### config.mk
export PLATFORM = sky130hd
export DESIGN_NAME = inst_fetch_resp_flat
export DESIGN_NICKNAME = d
export VERILOG_FILES = /design/src/rtl/inst_fetch_resp_pkg.sv /design/src/rtl/inst_fetch_resp_if.sv /design/src/rtl/inst_fetch_resp.sv /design/src/flat_wrapper.sv
export SDC_FILE = /design/constraint.sdc
export NUM_CORES = 1
export LEC_CHECK = 0
export CAP_MARGIN = 0
export CORE_AREA = 2 2 97 99
export CTS_CLUSTER_DIAMETER = 40
export DETAILED_ROUTE_END_ITERATION = 16
export DIE_AREA = 0 0 99 101
export PLACE_DENSITY = 0.84
export SLEW_MARGIN = 20
export SYNTH_ARGS = -nofsm -noshare
export SYNTH_HDL_FRONTEND = slang
export SYNTH_SLANG_ARGS = --single-unit
### constraint.sdc
create_clock -name i_clk -period 2.62 [get_ports i_clk]
set_clock_uncertainty 0.05 [all_clocks]
set_input_delay 0.262 -clock i_clk [delete_from_list [all_inputs] [get_ports i_clk]]
set_output_delay 0.262 -clock i_clk [all_outputs]
set_load 0.05 [all_outputs]
### src/rtl/inst_fetch_resp_pkg.sv
// Shared fetch-side constants and the fetch responder state encoding.
package inst_fetch_resp_pkg;
  localparam int InstAddrBus = 32;
  localparam int InstBus     = 32;

  localparam logic RstEnable   = 1'b1;
  localparam logic ChipEnable  = 1'b1;
  localparam logic ChipDisable = 1'b0;

  localparam logic [InstBus-1:0] ZeroWord = '0;

  typedef enum logic {
    FetchIdle = 1'b0,
    FetchWait = 1'b1
  } fetch_state_e;
endpackage

### src/rtl/inst_fetch_resp_if.sv
// Instruction memory bus: one outstanding word request, single-cycle ack.
interface inst_fetch_resp_if;
  import inst_fetch_resp_pkg::*;

  logic                   req;
  logic [InstAddrBus-1:0] addr;
  logic [InstBus-1:0]     rdata;
  logic                   ack;

  modport master (output req, output addr, input rdata, input ack);
  modport slave  (input req, input addr, output rdata, output ack);
endinterface

### src/rtl/inst_fetch_resp.sv
// Instruction fetch responder: one-word hit buffer, refilled from memory on a miss
// with a bounded wait; a timed-out fetch is buffered as a NOP and flagged.
module inst_fetch_resp
  import inst_fetch_resp_pkg::*;
#(
  parameter int TIMEOUT_CYCLES = 64
) (
  input  logic                     i_clk,
  input  logic                     i_rst,
  input  logic                     i_ce,
  input  logic [InstAddrBus-1:0]   i_pc,
  output logic [InstBus-1:0]       o_inst,
  output logic                     o_stallreq,
  output logic                     o_fetch_err,
  inst_fetch_resp_if.master        mem
);
  localparam logic [7:0] CntLast = 8'(TIMEOUT_CYCLES - 1);

  fetch_state_e           r_state;
  logic                   r_mem_req;
  logic [InstAddrBus-1:0] r_mem_addr;
  logic                   r_buf_valid;
  logic [29:0]            r_buf_addr;
  logic [InstBus-1:0]     r_buf_data;
  logic [7:0]             r_cnt;
  logic                   r_fetch_err;

  logic w_hit;
  logic w_miss;
  logic w_unused_pc_lsb;

  // Byte offset within the word never affects the fetch.
  assign w_unused_pc_lsb = ^i_pc[1:0];

  assign w_hit  = (i_ce == ChipEnable) && r_buf_valid && (r_buf_addr == i_pc[31:2]);
  assign w_miss = (i_ce == ChipEnable) && !w_hit;

  assign o_inst      = (r_state == FetchIdle && w_hit) ? r_buf_data : ZeroWord;
  assign o_stallreq  = (r_state == FetchWait) || w_miss;
  assign o_fetch_err = r_fetch_err;
  assign mem.req     = r_mem_req;
  assign mem.addr    = r_mem_addr;

  always_ff @(posedge i_clk) begin
    if (i_rst == RstEnable) begin
      r_state     <= FetchIdle;
      r_mem_req   <= 1'b0;
      r_mem_addr  <= '0;
      r_buf_valid <= 1'b0;
      r_buf_addr  <= '0;
      r_buf_data  <= ZeroWord;
      r_cnt       <= '0;
      r_fetch_err <= 1'b0;
    end else begin
      r_fetch_err <= 1'b0;
      case (r_state)
        FetchIdle: begin
          if (w_miss) begin
            r_mem_req  <= 1'b1;
            r_mem_addr <= {i_pc[31:2], 2'b00};
            r_cnt      <= '0;
            r_state    <= FetchWait;
          end
        end
        FetchWait: begin
          // Ack takes priority over a timeout landing on the same edge.
          if (mem.ack) begin
            r_buf_data  <= mem.rdata;
            r_buf_addr  <= r_mem_addr[31:2];
            r_buf_valid <= 1'b1;
            r_mem_req   <= 1'b0;
            r_state     <= FetchIdle;
          end else if (r_cnt == CntLast) begin
            r_buf_data  <= ZeroWord;
            r_buf_addr  <= r_mem_addr[31:2];
            r_buf_valid <= 1'b1;
            r_mem_req   <= 1'b0;
            r_fetch_err <= 1'b1;
            r_state     <= FetchIdle;
          end else begin
            r_cnt <= r_cnt + 8'd1;
          end
        end
        default: r_state <= FetchIdle;
      endcase
    end
  end
endmodule

### src/flat_wrapper.sv
// flat-port wrapper written by rule: the top's interface ports become plain ports
module inst_fetch_resp_flat import inst_fetch_resp_pkg::*;
#(
  parameter int TIMEOUT_CYCLES = 64
)
  (i_clk, i_rst, i_ce, i_pc, o_inst, o_stallreq, o_fetch_err, mem_req, mem_addr, mem_rdata, mem_ack);
  inst_fetch_resp_if mem_i ();
  input  logic i_clk;
  input  logic i_rst;
  input  logic i_ce;
  input  logic [InstAddrBus-1:0] i_pc;
  output logic [InstBus-1:0] o_inst;
  output logic o_stallreq;
  output logic o_fetch_err;
  output wire logic [$bits(mem_i.req)-1:0] mem_req;
  output wire logic [$bits(mem_i.addr)-1:0] mem_addr;
  input wire logic [$bits(mem_i.rdata)-1:0] mem_rdata;
  input wire logic [$bits(mem_i.ack)-1:0] mem_ack;
  assign mem_req = mem_i.req;
  assign mem_addr = mem_i.addr;
  assign mem_i.rdata = mem_rdata;
  assign mem_i.ack = mem_ack;
  inst_fetch_resp #(.TIMEOUT_CYCLES(TIMEOUT_CYCLES)) u_core (.i_clk(i_clk), .i_rst(i_rst), .i_ce(i_ce), .i_pc(i_pc), .o_inst(o_inst), .o_stallreq(o_stallreq), .o_fetch_err(o_fetch_err), .mem(mem_i));
endmodule
; ---- After elaboration in Yosys (flattened, before gate mapping)
; Index checks and enable logic that the tools add are counted.
[classes]
n_addsub = 1
n_mul = 0
n_div = 0
n_lt_le_gt_ge = 0
n_eq_ne = 6
n_shift = 0
muxes = 20
bitwise = 1
n_reduce_logical = 12
[ops]
columns = op, count
row1 = 32-bit two-way mux, 3
row2 = 30-bit two-way mux, 2
row3 = 30-bit == test, 1
row4 = 8-bit two-way mux, 3
row5 = 8-bit case mux with 2 select lines, 1
row6 = 1-bit two-way mux, 9
row7 = 8-bit by 1-bit adder with 8-bit output (second input constant), 1
row8 = 8-bit by 6-bit == test with 1-bit output (second input constant), 1
row9 = 2-bit AND reduction, 3
row10 = 1-bit logical AND, 4
row11 = 2-bit != test (second input constant), 2
row12 = 1-bit case mux with 2 select lines, 2
row13 = 3-bit != test (second input constant), 1
row14 = 3-bit AND reduction, 1
row15 = 3-bit OR reduction, 1
row16 = 2-bit by 1-bit != test with 1-bit output (second input constant), 1
row17 = 2-bit nonzero test, 1
row18 = 1-bit logical NOT, 1
row19 = 1-bit logical OR, 1
row20 = 1-bit NOT, 1
[word_totals]
ff_bits = 104
latch_bits = 0
ramBits = 0
rom_bits = 0
in_bits = 68
out_inout_bits = 67
word_cells = 48
mem_count = 0

; ---- Longest topological paths before layout
; Gate-level depths: netlist of the first run.
[depth]
depth_word = 6
ltp_mapped = 7
ltp_nobuf = 6

; ---- Least setup slack after synthesis of the first run
; No wires, ideal clock.
[synth_timing]
path_kind = register to output
start = register u_core.r_buf_addr[10]
end = output o_inst[10]
arrival_time_ps = 1865
t_required_ps = 2308
setup_slack_ps = 443
stages_incl_launch_ff = 7
path_buffers = 1
path_cell_list = dfxtp_1 xor2_1 nor4_1 nand4_1 nor3_1 clkbuf_1 and2_1
[synth_between]
elab_chain_len = 4
[synth_rtl]
columns = element, line
row1 = from (decl), inst_fetch_resp.sv:23  ; logic [29:0] r_buf_addr;
row2 = from (signal assigned), inst_fetch_resp.sv:69  ; r_buf_addr <= r_mem_addr[31:2];
row3 = from (signal assigned), inst_fetch_resp.sv:75  ; r_buf_addr <= r_mem_addr[31:2];
row4 = 30-bit == test, inst_fetch_resp.sv:35  ; assign w_hit = (i_ce == ChipEnable) && r_buf_valid && (r_buf_addr == i_pc[31:2]);
row5 = 1-bit logical AND, inst_fetch_resp.sv:35
row6 = 1-bit logical AND, inst_fetch_resp.sv:38  ; assign o_inst = (r_state == FetchIdle && w_hit) ? r_buf_data : ZeroWord;
row7 = 32-bit two-way mux, inst_fetch_resp.sv:38
row8 = to (decl), flat_wrapper.sv:12  ; output logic [InstBus-1:0] o_inst;
; Every way passes these cells.

; ---- Worst setup path in the final report of the first run
[layout_timing]
start = input i_pc[15]
end = output o_inst[30]
[layout_between]
elab_chain_len = 4
[layout_rtl]
columns = element, line
row1 = from (decl), flat_wrapper.sv:11  ; input logic [InstAddrBus-1:0] i_pc;
row2 = 30-bit == test, inst_fetch_resp.sv:35
row3 = 1-bit logical AND, inst_fetch_resp.sv:35
row4 = 1-bit logical AND, inst_fetch_resp.sv:38
row5 = 32-bit two-way mux, inst_fetch_resp.sv:38
; Every way passes these cells.

==> results of run 1 <==
==> timing repair <==
action / in CTS / in global routing
setup endpoints to repair: 32 / 33
cloned: 0 / 2
gates resized for setup: 2 / 45
pin swaps: 2 / 20
setup buffers: 1 / 3
hold buffers: 0 / 0
==> sequential cells by signal, indices dropped and copies added, names as in the netlist <==
register / flops
u_core.r_buf_addr: 30
u_core.o_fetch_err: 1
u_core.r_state: 1
u_core.r_buf_valid: 1
u_core.r_cnt: 8
u_core.mem.req: 1
u_core.mem.addr: 30
u_core.r_buf_data: 32
==> power groups by stage <==
stage	Combinational, mW	Sequential (mW)	Clock, mW
floorplan	0.187	1.82	0
global placement	0.507	1.72	0
detailed placement	0.518	1.72	0
CTS	0.522	1.69	0.967
global route	0.553	1.70	1.03
finish	0.522	1.69	0.942
==> stage by stage <==
stage          cells  hold slack [ns]  util [%]  worst slack, ns
3_3_place_gp     696            0.400      68.3          -0.0548
6_report         718            0.183      72.7          0.00756
4_1_cts          713            0.265      70.5         -0.00598
2_1_floorplan    476            0.288         -            0.443
5_1_grt          718            0.184      72.7          -0.0727
3_5_place_dp     696            0.407      68.3           -0.108
==> kinds of logic (layout without fill, tap and decap cells) <==
family	Yosys count	in the layout	share of synthesized area, %
other	1	2	0.0851
AOI/OAI and AO/OA	73	73	11.4
adders and majority gates	1	1	0.284
buffers and inverters	36	167	3.64
and+or+nand+nor	194	194	23.3
xor gates and xnor gates	36	36	7.16
DFF	104	104	47.3
muxes	30	30	6.82
==> synth_stat cells, types with 2 or more instances <==
cell type,n,area share [%]
dfxtp_1,104,47
nand2_1,65,5.5
nand2b_1,61,8.7
a22o_1,32,6.4
and2_1,32,4.5
a21oi_1,31,3.5
mux2i_1,30,6.8
xor2_1,30,6.0
clkbuf_1,24,2.0
nor3_1,11,1.2
nor4_1,7,0.99
nor2_1,6,0.51
xnor2_1,6,1.2
o21ai_0,4,0.45
buf_1,3,0.26
inv_1,3,0.26
o21a_1,3,0.51
buf_2,2,0.23
buf_4,2,0.34
buf_6,2,0.51
nand3_1,2,0.23
nand3b_1,2,0.34
nand4_1,2,0.28
or3_1,2,0.28
==> final timing paths <==
check / from / to / slack [ns] / cells after the start
max: i_pc[15] / o_inst[30] / 0.008 / 9
min: i_pc[9] / u_core.mem.addr[9] / 0.18 / 3
max reg2reg: u_core.r_buf_addr[9] / u_core.mem.addr[3] / 0.35 / 8
min reg2reg: u_core.mem.addr[2] / u_core.r_buf_addr[0] / 0.41 / 2
==> layer usage <==
layer  track usage (%)  routed length [µm]
met1              26.1                4700
met2              36.8                5610
met3              8.81                1020
met4              6.22                 153
met5                 0                   0
==> worst min-delay path, cell delays in order <==
cell	delay [ns]
dlymetal6s2s_1	0.16
nand2b_1	0.08
mux2i_1	0.06
==> layout make-up <==
type / instances / share of cell area, %
well taps: 111 / 2.13
multi-input cells: 336 / 35.4
inverters: 3 / 0.173
flip-flops and latches: 104 / 32.0
clock inverters: 7 / 0.825
clock buffers: 9 / 1.90
repair buffers: 148 / 27.6
==> run summary, run 1 <==
Of all nets on the critical path, the largest fanout is 16. The count of nets after finishing is 671, and the final routed wire length divided by cell count is 16.0 µm. The family with the most delay on the worst path was simple AND/OR/NAND/NOR gates. The via-per-instance ratio is 5.25, and the die boundary height is 101 µm.

The run gives 0 as the initial antenna violation count. The run gives 22.0% as the total global routing track utilization. The portion of the clock cycle consumed by the worst path in the final layout works out to 99.7%. The count of yosys warnings during synthesis was 0; the proportion of register bits with asynchronous set or reset after synthesis was 0%.

Buffer type at the clock tree root: clkbuf_8. The total negative slack came out at 0 ns. The die footprint was 10000 µm².

The flip-flop and latch count after synthesis is 104. The run finished with clean final reports. The tools report the endpoint kind of the worst setup timing path as a primary output.

By startpoint and endpoint, the worst setup path is classified as input port to primary output. The die extent in x was 99 µm. The pre-antenna-repair detailed-routing pass consisted of 4 iterations. On the critical path, the stage with the largest delay is an instance of clkdlybuf4s50_1. The total global routing overflow was 0.

The area of all placed cells without fillers is 6520 µm². The analysis attributes to cell leakage a power of 2.53 nW. Max-capacitance violation count: 0. In this run, the combinational gates consume 16.5% of the power. No sink is reached through more buffers than the 2 on the longest clock path. The internal portion of the total power is 2.23 mW. Counting stages on the worst path, the most repeated cell is buf_12. TritonCTS built the clock tree. Setup repair after global routing could not meet its margin everywhere. Based on the critical path, the design can be clocked at up to 0.383 GHz.

Sequential cells were found to cover 47.3% of the synthesized design area. The number of port buffers was 130. The tools report the number of sinks on the clock net as 104. The fraction of final layout cells with drive strength greater than 1 is 18.8%, and the power share of the sequential group is 53.6%. Total count of hold-check failures in the final report: 0.

The worst setup path is launched from an input port. In the layout the commonest cells are 102 x dfxtp_1, 93 x clkdlybuf4s50_1, 65 x nand2_1. The run gives 3766 as the via count. Entering global routing, the biggest net connects 48 pins.

Across the whole layout, storage elements account for 2080 µm². The tools report the total core area as 8980 µm². The multi-input combinational cells in the finished layout cover a total of 2310 µm². The repair_antennas step left the layout with diodes totalling 0. The number of buffers and inverters on the critical path was 4; the post-route minimum period was 2.61 ns.

Counting the buffers created by CTS gives 9. For this design the top-level I/O count stands at 135. For the worst setup path, the data required time is 2.31 ns. The most used flip-flop cell after synthesis is dfxtp_1.

Walking the worst path, the cells encountered are clkdlybuf4s50_1 > xor2_1 > nor4_2 > nand4_1 > nor3_4 > buf_4 > buf_12 > and2_4 > buf_12. The run gives 0 as the final count of pins violating max slew. From synthesis to final layout, the design area changed by 48.1%. The HPWL after detailed placement was 7940 µm; the detailed-route DRC error count was 0.

Across the VDD grid, the largest voltage drop is 0.286 mV. For this block, the routed nets add up to 11500 µm of wire. The congestion estimate from routability-driven global placement came to 0.742.

The initial utilization of the core area, before any placement, comes to 49.1%. The data arrival time of the critical path is 2.30 ns. The first routing iteration left 148 violations. The min-delay analysis places its worst path in the category input port to flop. The clock tree synthesis step divided the H-tree into 3 levels. After synthesis the cells add up to 4400 µm². The tools report the worst-skew pair later-pin latency as 0.37 ns. In this run, the clock network consumes 29.9% of the power.

The number of synthesized flops with an enable pin is 0. Setup violations remaining at the end of the flow were counted as 0. The highest cell delay on the worst timing path was 0.44 ns; the power per standard cell area was 483 nW/µm². The tools report the remaining antenna violation count as 0. The most common library cell in the layout ignoring fill and taps was dfxtp_1. The measured slew at the worst slew-check pin was 0.558 ns. For the cell area reported after detailed placement, the log shows 6130 µm².

The via count of the first global-routing pass was 3680. The switching share of power is 29.1%, and the switching power is 0.919 mW. In this run the core area contains 35 standard-cell rows. The number of different library cells used by synthesis comes to 33.

Overall power consumption after layout is estimated at 3.15 mW. Fill cells in the final layout number 606. The first global-routing pass estimated 17500 µm of wire. In this run the tightest slew margin relative to its limit is 62.7%.

A synthesized cell averages 9.27 µm². Clock-pin slew was measured on the worst setup and hold paths at 0.11 ns. The gate count of the mapped netlist is 475.
(Power assumes the default switching activity.)
==> run 2: changes to the inputs <==
- SKIP_LAST_GASP: unset -> 1
==> results of run 2 <==
The final DEF is identical to that of run 1; final timing and power are the same.
